[src/rtl/riscv_core_mux_nto1_pipe.sv]
// riscv_core_mux_nto1_pipe
// N:1 data mux with a registered output and a valid/ready handshake. The output
// register is backed by a one-entry skid register, so the upstream ready is a
// plain flop output and back-pressure never drops or duplicates a beat.
// Beats whose select is out of range carry DEFAULT_VALUE and a sel_err flag.
module riscv_core_mux_nto1_pipe #(
  parameter int unsigned             DATA_WIDTH    = 64,
  parameter int unsigned             NUM_INPUTS    = 4,
  parameter logic [DATA_WIDTH-1:0]   DEFAULT_VALUE = '0,
  localparam int unsigned            SEL_WIDTH     = $clog2(NUM_INPUTS)
) (
  input  logic                             i_clk,
  input  logic                             i_rst_n,
  input  logic                             i_flush,
  input  logic [NUM_INPUTS*DATA_WIDTH-1:0] i_inputs,
  input  logic [SEL_WIDTH-1:0]             i_sel,
  input  logic                             i_valid,
  output logic                             o_ready,
  output logic [DATA_WIDTH-1:0]            o_mux_out,
  output logic                             o_sel_err,
  output logic                             o_valid,
  input  logic                             i_ready
);

  // Buffer occupancy: EMPTY (nothing held), FULL (output reg only),
  // SKID (output reg and skid reg both hold a beat).
  typedef enum logic [1:0] {
    ST_EMPTY = 2'd0,
    ST_FULL  = 2'd1,
    ST_SKID  = 2'd2
  } state_e;

  // Data and its select-error flag always move as one unit.
  typedef struct packed {
    logic [DATA_WIDTH-1:0] data;
    logic                  err;
  } beat_t;

  state_e state_q, state_d;
  beat_t  out_q,   out_d;
  beat_t  skid_q,  skid_d;
  logic   rst_done_q, rst_done_d;

  beat_t  beat_in;
  logic   accept;
  logic   pop;

  // Select the incoming beat; any select that matches no input falls through to
  // DEFAULT_VALUE with the error flag set, which also keeps the slice in range.
  always_comb begin
    // NOTE: every signal assigned here gets a default first, so no path can
    // leave it unassigned and infer a latch.
    beat_in.data = DEFAULT_VALUE;
    beat_in.err  = 1'b1;
    for (int k = 0; k < NUM_INPUTS; k++) begin
      if (i_sel == SEL_WIDTH'(k)) begin
        beat_in.data = i_inputs[k*DATA_WIDTH +: DATA_WIDTH];
        beat_in.err  = 1'b0;
      end
    end
  end

  // Handshake decode. ready depends only on flops, so it never combinationally
  // follows i_ready or i_valid.
  always_comb begin
    o_ready = (state_q != ST_SKID) && rst_done_q;
    o_valid = (state_q != ST_EMPTY);
    accept  = i_valid && o_ready;
    pop     = o_valid && i_ready;
  end

  // Next-state and buffer update; flush wins over any same-cycle accept or pop.
  always_comb begin
    state_d    = state_q;
    out_d      = out_q;
    skid_d     = skid_q;
    rst_done_d = 1'b1;

    if (i_flush) begin
      state_d   = ST_EMPTY;
      out_d.err = 1'b0;
    end else begin
      unique case (state_q)
        ST_EMPTY: begin
          if (accept) begin
            state_d = ST_FULL;
            out_d   = beat_in;
          end
        end
        ST_FULL: begin
          if (accept && !pop) begin
            state_d = ST_SKID;
            skid_d  = beat_in;
          end else if (accept && pop) begin
            out_d   = beat_in;
          end else if (!accept && pop) begin
            state_d = ST_EMPTY;
          end
        end
        ST_SKID: begin
          if (pop) begin
            state_d = ST_FULL;
            out_d   = skid_q;
          end
        end
        default: begin
          state_d = ST_EMPTY;
        end
      endcase
    end
  end

  // State, buffer and reset-done registers.
  always_ff @(posedge i_clk or negedge i_rst_n) begin
    // NOTE: the data registers are reset as well so o_mux_out reads zero
    // immediately on reset instead of exposing a stale beat.
    if (!i_rst_n) begin
      state_q    <= ST_EMPTY;
      out_q      <= '0;
      skid_q     <= '0;
      rst_done_q <= 1'b0;
    end else begin
      // NOTE: non-blocking assignments so every flop samples pre-edge values.
      state_q    <= state_d;
      out_q      <= out_d;
      skid_q     <= skid_d;
      rst_done_q <= rst_done_d;
    end
  end

  // Registered beat drives the outputs directly.
  always_comb begin
    o_mux_out = out_q.data;
    o_sel_err = out_q.err;
  end

endmodule

[config.mk]
export PLATFORM = sky130hd
export DESIGN_NAME = riscv_core_mux_nto1_pipe
export DESIGN_NICKNAME = d
export VERILOG_FILES = /design/src/rtl/riscv_core_mux_nto1_pipe.sv
export SDC_FILE = /design/constraint.sdc
export NUM_CORES = 1
export LEC_CHECK = 0
export ABC_AREA = 1
export BUFFER_PORTS_ARGS = -buffer_cell sky130_fd_sc_hd__buf_2
export CAP_MARGIN = 20
export CORE_MARGIN = 2
export CORE_UTILIZATION = 40
export CTS_CLUSTER_SIZE = 8
export DETAILED_ROUTE_END_ITERATION = 7
export GPL_TIMING_DRIVEN = 0
export PLACE_DENSITY_LB_ADDON = 0.25
export SYNTH_ARGS = -nofsm -noshare
export SYNTH_HDL_FRONTEND = slang
export SYNTH_SLANG_ARGS = --single-unit
[constraint.sdc]
create_clock -name i_clk -period 1.6 [get_ports i_clk]
set_input_delay 0.32 -clock i_clk [delete_from_list [all_inputs] [get_ports i_clk]]
set_output_delay 0.32 -clock i_clk [all_outputs]
set_load 0.02 [all_outputs]
==> results.md <==
- The largest family of logic cells by synthesized area is simple AND/OR/NAND/NOR gates.
- The portion of total power attributed to sequential cells is a little over a third.
- The residual DRC count is 0.
- The largest voltage drop on the vdd net is 0.7506 mV.
- The filler cells instantiated in the layout total 1917.
- The finished layout holds about 1800 standard cells, fillers aside.
- The startpoint kind of the worst setup timing path is a flop.
- The least setup slack across all paths after layout is -0.1585 ns.
- The net switching share of the total power is between 30% and 40%.
- The fraction of the mapped netlist area in adder cells is less than 1%.
- The floorplan has between 50 and 60 rows.
- The setup path with the least slack is of type flop to flop.
- The proportion of synthesized chip area in sequential cells is roughly two fifths.
- Clock skew on the completed layout was measured at ~0.007 ns.
- The total half-perimeter wirelength after legalization and detailed placement is 23440 um.
- The fraction of power consumed by combinational cells is about two fifths.
- The number of setup violations in the final report is ~120.
- The master cell of the clock root buffer is clkbuf_16.
- The distinct cell type count of the synthesized netlist is 25.
- The CTS buffer count is 17.
- The detailed-router iteration count before antenna repair is 5.
- The synthesized design contains around 130 register bits.
- In the post-synthesis netlist, the biggest area contributors are dfrtp_1 42%, nand2_1 25%, nand3_1 16%.
- Registers take about 3300 um^2.
- Timing analysis after detailed placement gives a worst setup slack of -0.5551 ns.
- The total overflow left after global routing is 0.
- The wire length of the first global-routing pass is 49810 um.
- Entering global routing, the biggest net connects 73 pins.
- Using the TritonRoute via totals, the vias-per-cell ratio works out to ~5.2.
- The internal cell power is around 10 mW.
- Subtracting the final worst setup slack from the clock period gives roughly 1.8 ns.
- The clock-pin slew on the worst setup and hold paths is approximately 0.06 ns.
- Compared with the post-synthesis result, the final layout area differs by 39.99%.
- In this run, the clock network consumes between 20 and 30% of the power.
- The first routing iteration left 590 violations.
- Headroom to the max-slew limit came out at a little under half.
- The power dissipated by switching net loads is around 6.5 mW.
- The area of the die is roughly 21000 um^2.
- The arrival time at the worst endpoint is between 2 and 2.5 ns.
- The maximum buffer depth of the clock tree is 2.
- The total via count in the routed design is between 9000 and 10000.
- The via count of the first global-routing pass was roughly 9200.
- After synthesis the cells add up to approximately 8000 um^2.
- The final worst-path cycle share is 109.9%.
- After detailed routing, the average wire length per cell comes to 17.87 um.
- The area fraction of the dominant cell type after synthesis is 41.69%.
- The capturing element type of the critical path is a flop.
- The combined area of the multi-input logic cells is between 4000 and 5000 um^2.
- The simple logic cell fraction of the synthesized area is a little under half.
- The library cell occupying the most area in the post-synthesis netlist is dfrtp_1.
- The routability congestion estimate is roughly 0.87.
- The flow ran to the end, but the final reports show violations.
- The number of hold violations in the final report came to 0.
- The yosys synthesis warning count is 0.
- The final standard cell area without fillers is between 10000 and 15000 um^2.
- The post-detailed-routing wire length is 32220 um.
- The CTS tree is built.
- Counting every net in the synthesized netlist gives between 1000 and 1500.
- The tool flagged a number of max-cap violations equal to 0.
- Summing the areas of all compound-gate instances in the mapped netlist gives between 4 and 5% of the synthesized area.
- The die height is ~150 um.
- The fmax is roughly 570 MHz.
- Of the cells placed in the final design, the portion with a size suffix greater than 1 is a little under a third.
- At the later pin of the worst-skew pair, clock insertion delay measures about 0.43 ns.
- The number of antenna violations at the first check in global routing is 0.
- In this run, placement finished with an instance count of about 1800.
- The placeable core region is between 15000 and 20000 um^2.
- The starting density of the core is between 40 and 50%.
- Synthesis produced a netlist whose cell count is approximately 1200.
- In this run the count of I/O pins placed on the die edge is 330.
- The checks that failed: setup timing.
- The tightest hold margin is 0.2288 ns.
- The detail route stage leaves a number of antenna-violating nets equal to 0.
- Setup repair after global routing could not meet its margin everywhere.
- The average instance area after synthesis is slightly below 7 um^2.
- STA puts the critical path data required time at around 2 ns.
- CTS built an H-tree with a depth of 4.
- 0 antenna diodes ended up in the layout.
- The die is 145.3 um wide.
- In this run the worst path has a maximum fanout of 10.
- The number of buffers added on ports is 328.
- The reported leakage power is around 6.1 nW.
- Summing all placed instances gives a cell area of ~10000 um^2.
- The tree built by TritonCTS fans out to 133 sinks.
- The number of slew-limit violations in the final report is 0.
- The final layout contains 1792 nets.
- The synthesized-area fraction occupied by xor and xnor cells is 0%.
- In the global route stage, overall resource usage came out at approximately 30%.
- The path class of the lowest-slack min-delay path is input pin to flop.
- For this design the ratio of total power to cell area is about 1500 nW/um^2.
- The share of cell area taken by muxes after synthesis is 0%.
- The actual transition at the worst max-transition pin is 0.7854 ns.
-- stage by stage --
stage,power [mW],utilization (%),TNS [ns]
2_1_floorplan,9.371,-,0
3_3_place_gp,11.46,51.21,-282.07
3_5_place_dp,11.62,51.38,-49.43
4_1_cts,16.32,56.86,-9.605
5_1_grt,17.52,57.24,-21.02
6_report,16.45,57.24,-9.763
-- sequential cells by signal, indices dropped and copies added, names as in the netlist --
signal and flops:
o_sel_err 1, skid_q 65, o_mux_out 64, rst_done_q 1, state_q 2
-- layout by cell type, fill, tap and decap left out, types with 2 or more instances in the layout --
cell type     n
inv_4         4
nand3_1     252
clkbuf_4      8
ha_4          3
inv_2         3
nor2_1        5
inv_6         4
nand2_2      17
bufinv_16     3
nand4_1       2
buf_8         5
clkbuf_2      8
clkbuf_1     13
clkbuf_16    21
clkinv_4      2
buf_2       342
buf_4        16
clkinvlp_4    6
buf_12        2
or2_2         4
or2_1        61
nand3_2      10
clkbuf_8      4
buf_6        19
o21ai_0      64
dfrtp_1     132
buf_1         2
nand2_1     505
inv_1         5
nand2_4       4
-- power groups by stage --
stage                     combinational (mW)  clock [mW]  sequential (mW)
after floorplan                         2.74           0             6.63
after global placement                  5.69           0             5.77
after detailed placement                5.82           0             5.79
after CTS                               6.40        4.15             5.77
after global routing                    7.18        4.33             6.01
final                                   6.51        4.12             5.81
-- metal layers --
metal	vias to the layer above	wire length [um]	track usage, %
li1	4502	-	-
met1	4389	13450	38.20
met2	421	15870	53.01
met3	56	2120	5.094
met4	0	776	9.461
met5	-	0	0
-- final cells by class --
type | count | share of cell area [%]
clock buffers | 18 | 3.929
multi-input cells | 935 | 38.77
repair inverters | 1 | 0.06717
inverters | 13 | 0.5709
well taps | 265 | 2.967
plain buffers | 79 | 5.821
clock inverters | 14 | 1.578
repair buffers | 345 | 16.51
flip-flops and latches | 133 | 29.79
-- critical path, cell delays in order, from the launching register on --
cell and delay [ns]:
dfrtp_2 0.45, ha_4 0.19, inv_4 0.08, nand3_4 0.10
o21ai_2 0.14, nand3_2 0.11, buf_6 0.15, inv_4 0.13
buf_6 0.17, nand2_1 0.10, nand2_1 0.08
-- kinds of logic (layout without fill, tap and decap cells) --
group	Yosys count	count (layout)
other cells	1	1
compound gates	65	65
fa+ha+maj	4	4
buf+inv	92	470
flops	133	133
simple gates	865	865
-- final timing paths --
check / start / endpoint / slack (ns) / depth (start not counted)
min reg2reg: o_mux_out[7] / o_mux_out[7] / 0.47 / 2
max reg2reg: state_q[1] / o_mux_out[42] / -0.16 / 10
max: state_q[1] / o_mux_out[42] / -0.16 / 10
max in group asynchronous: i_rst_n / skid_q[20] / 0.35 / 3
min: i_inputs[210] / skid_q[19] / 0.23 / 4
min in group asynchronous: i_rst_n / o_mux_out[59] / 0.46 / 2
-- synth_stat cells --
library cell,n
nand2_1,525
nand3_1,254
dfrtp_1,133
o21ai_0,65
or2_1,61
clkbuf_1,33
buf_2,32
inv_1,9
nand3_2,9
buf_6,6
nor2_1,5
buf_4,4
ha_1,4
or2_2,4
inv_2,3
buf_1,2
clkbuf_2,2
nand4_1,2
conb_1,1
inv_6,1
nand2_4,1
nand3b_1,1
nor2_8,1
nor3_1,1
nor3_2,1
-- what timing repair did --
item	CTS	global route
hold endpoints to repair	61	0
pin swaps	9	3
resized for setup	83	26
gates cloned	3	0
setup buffers	13	0
endpoints found under the setup margin	132	132
hold buffers	1	0
No activity file was read; power rests on OpenSTA's default activity.
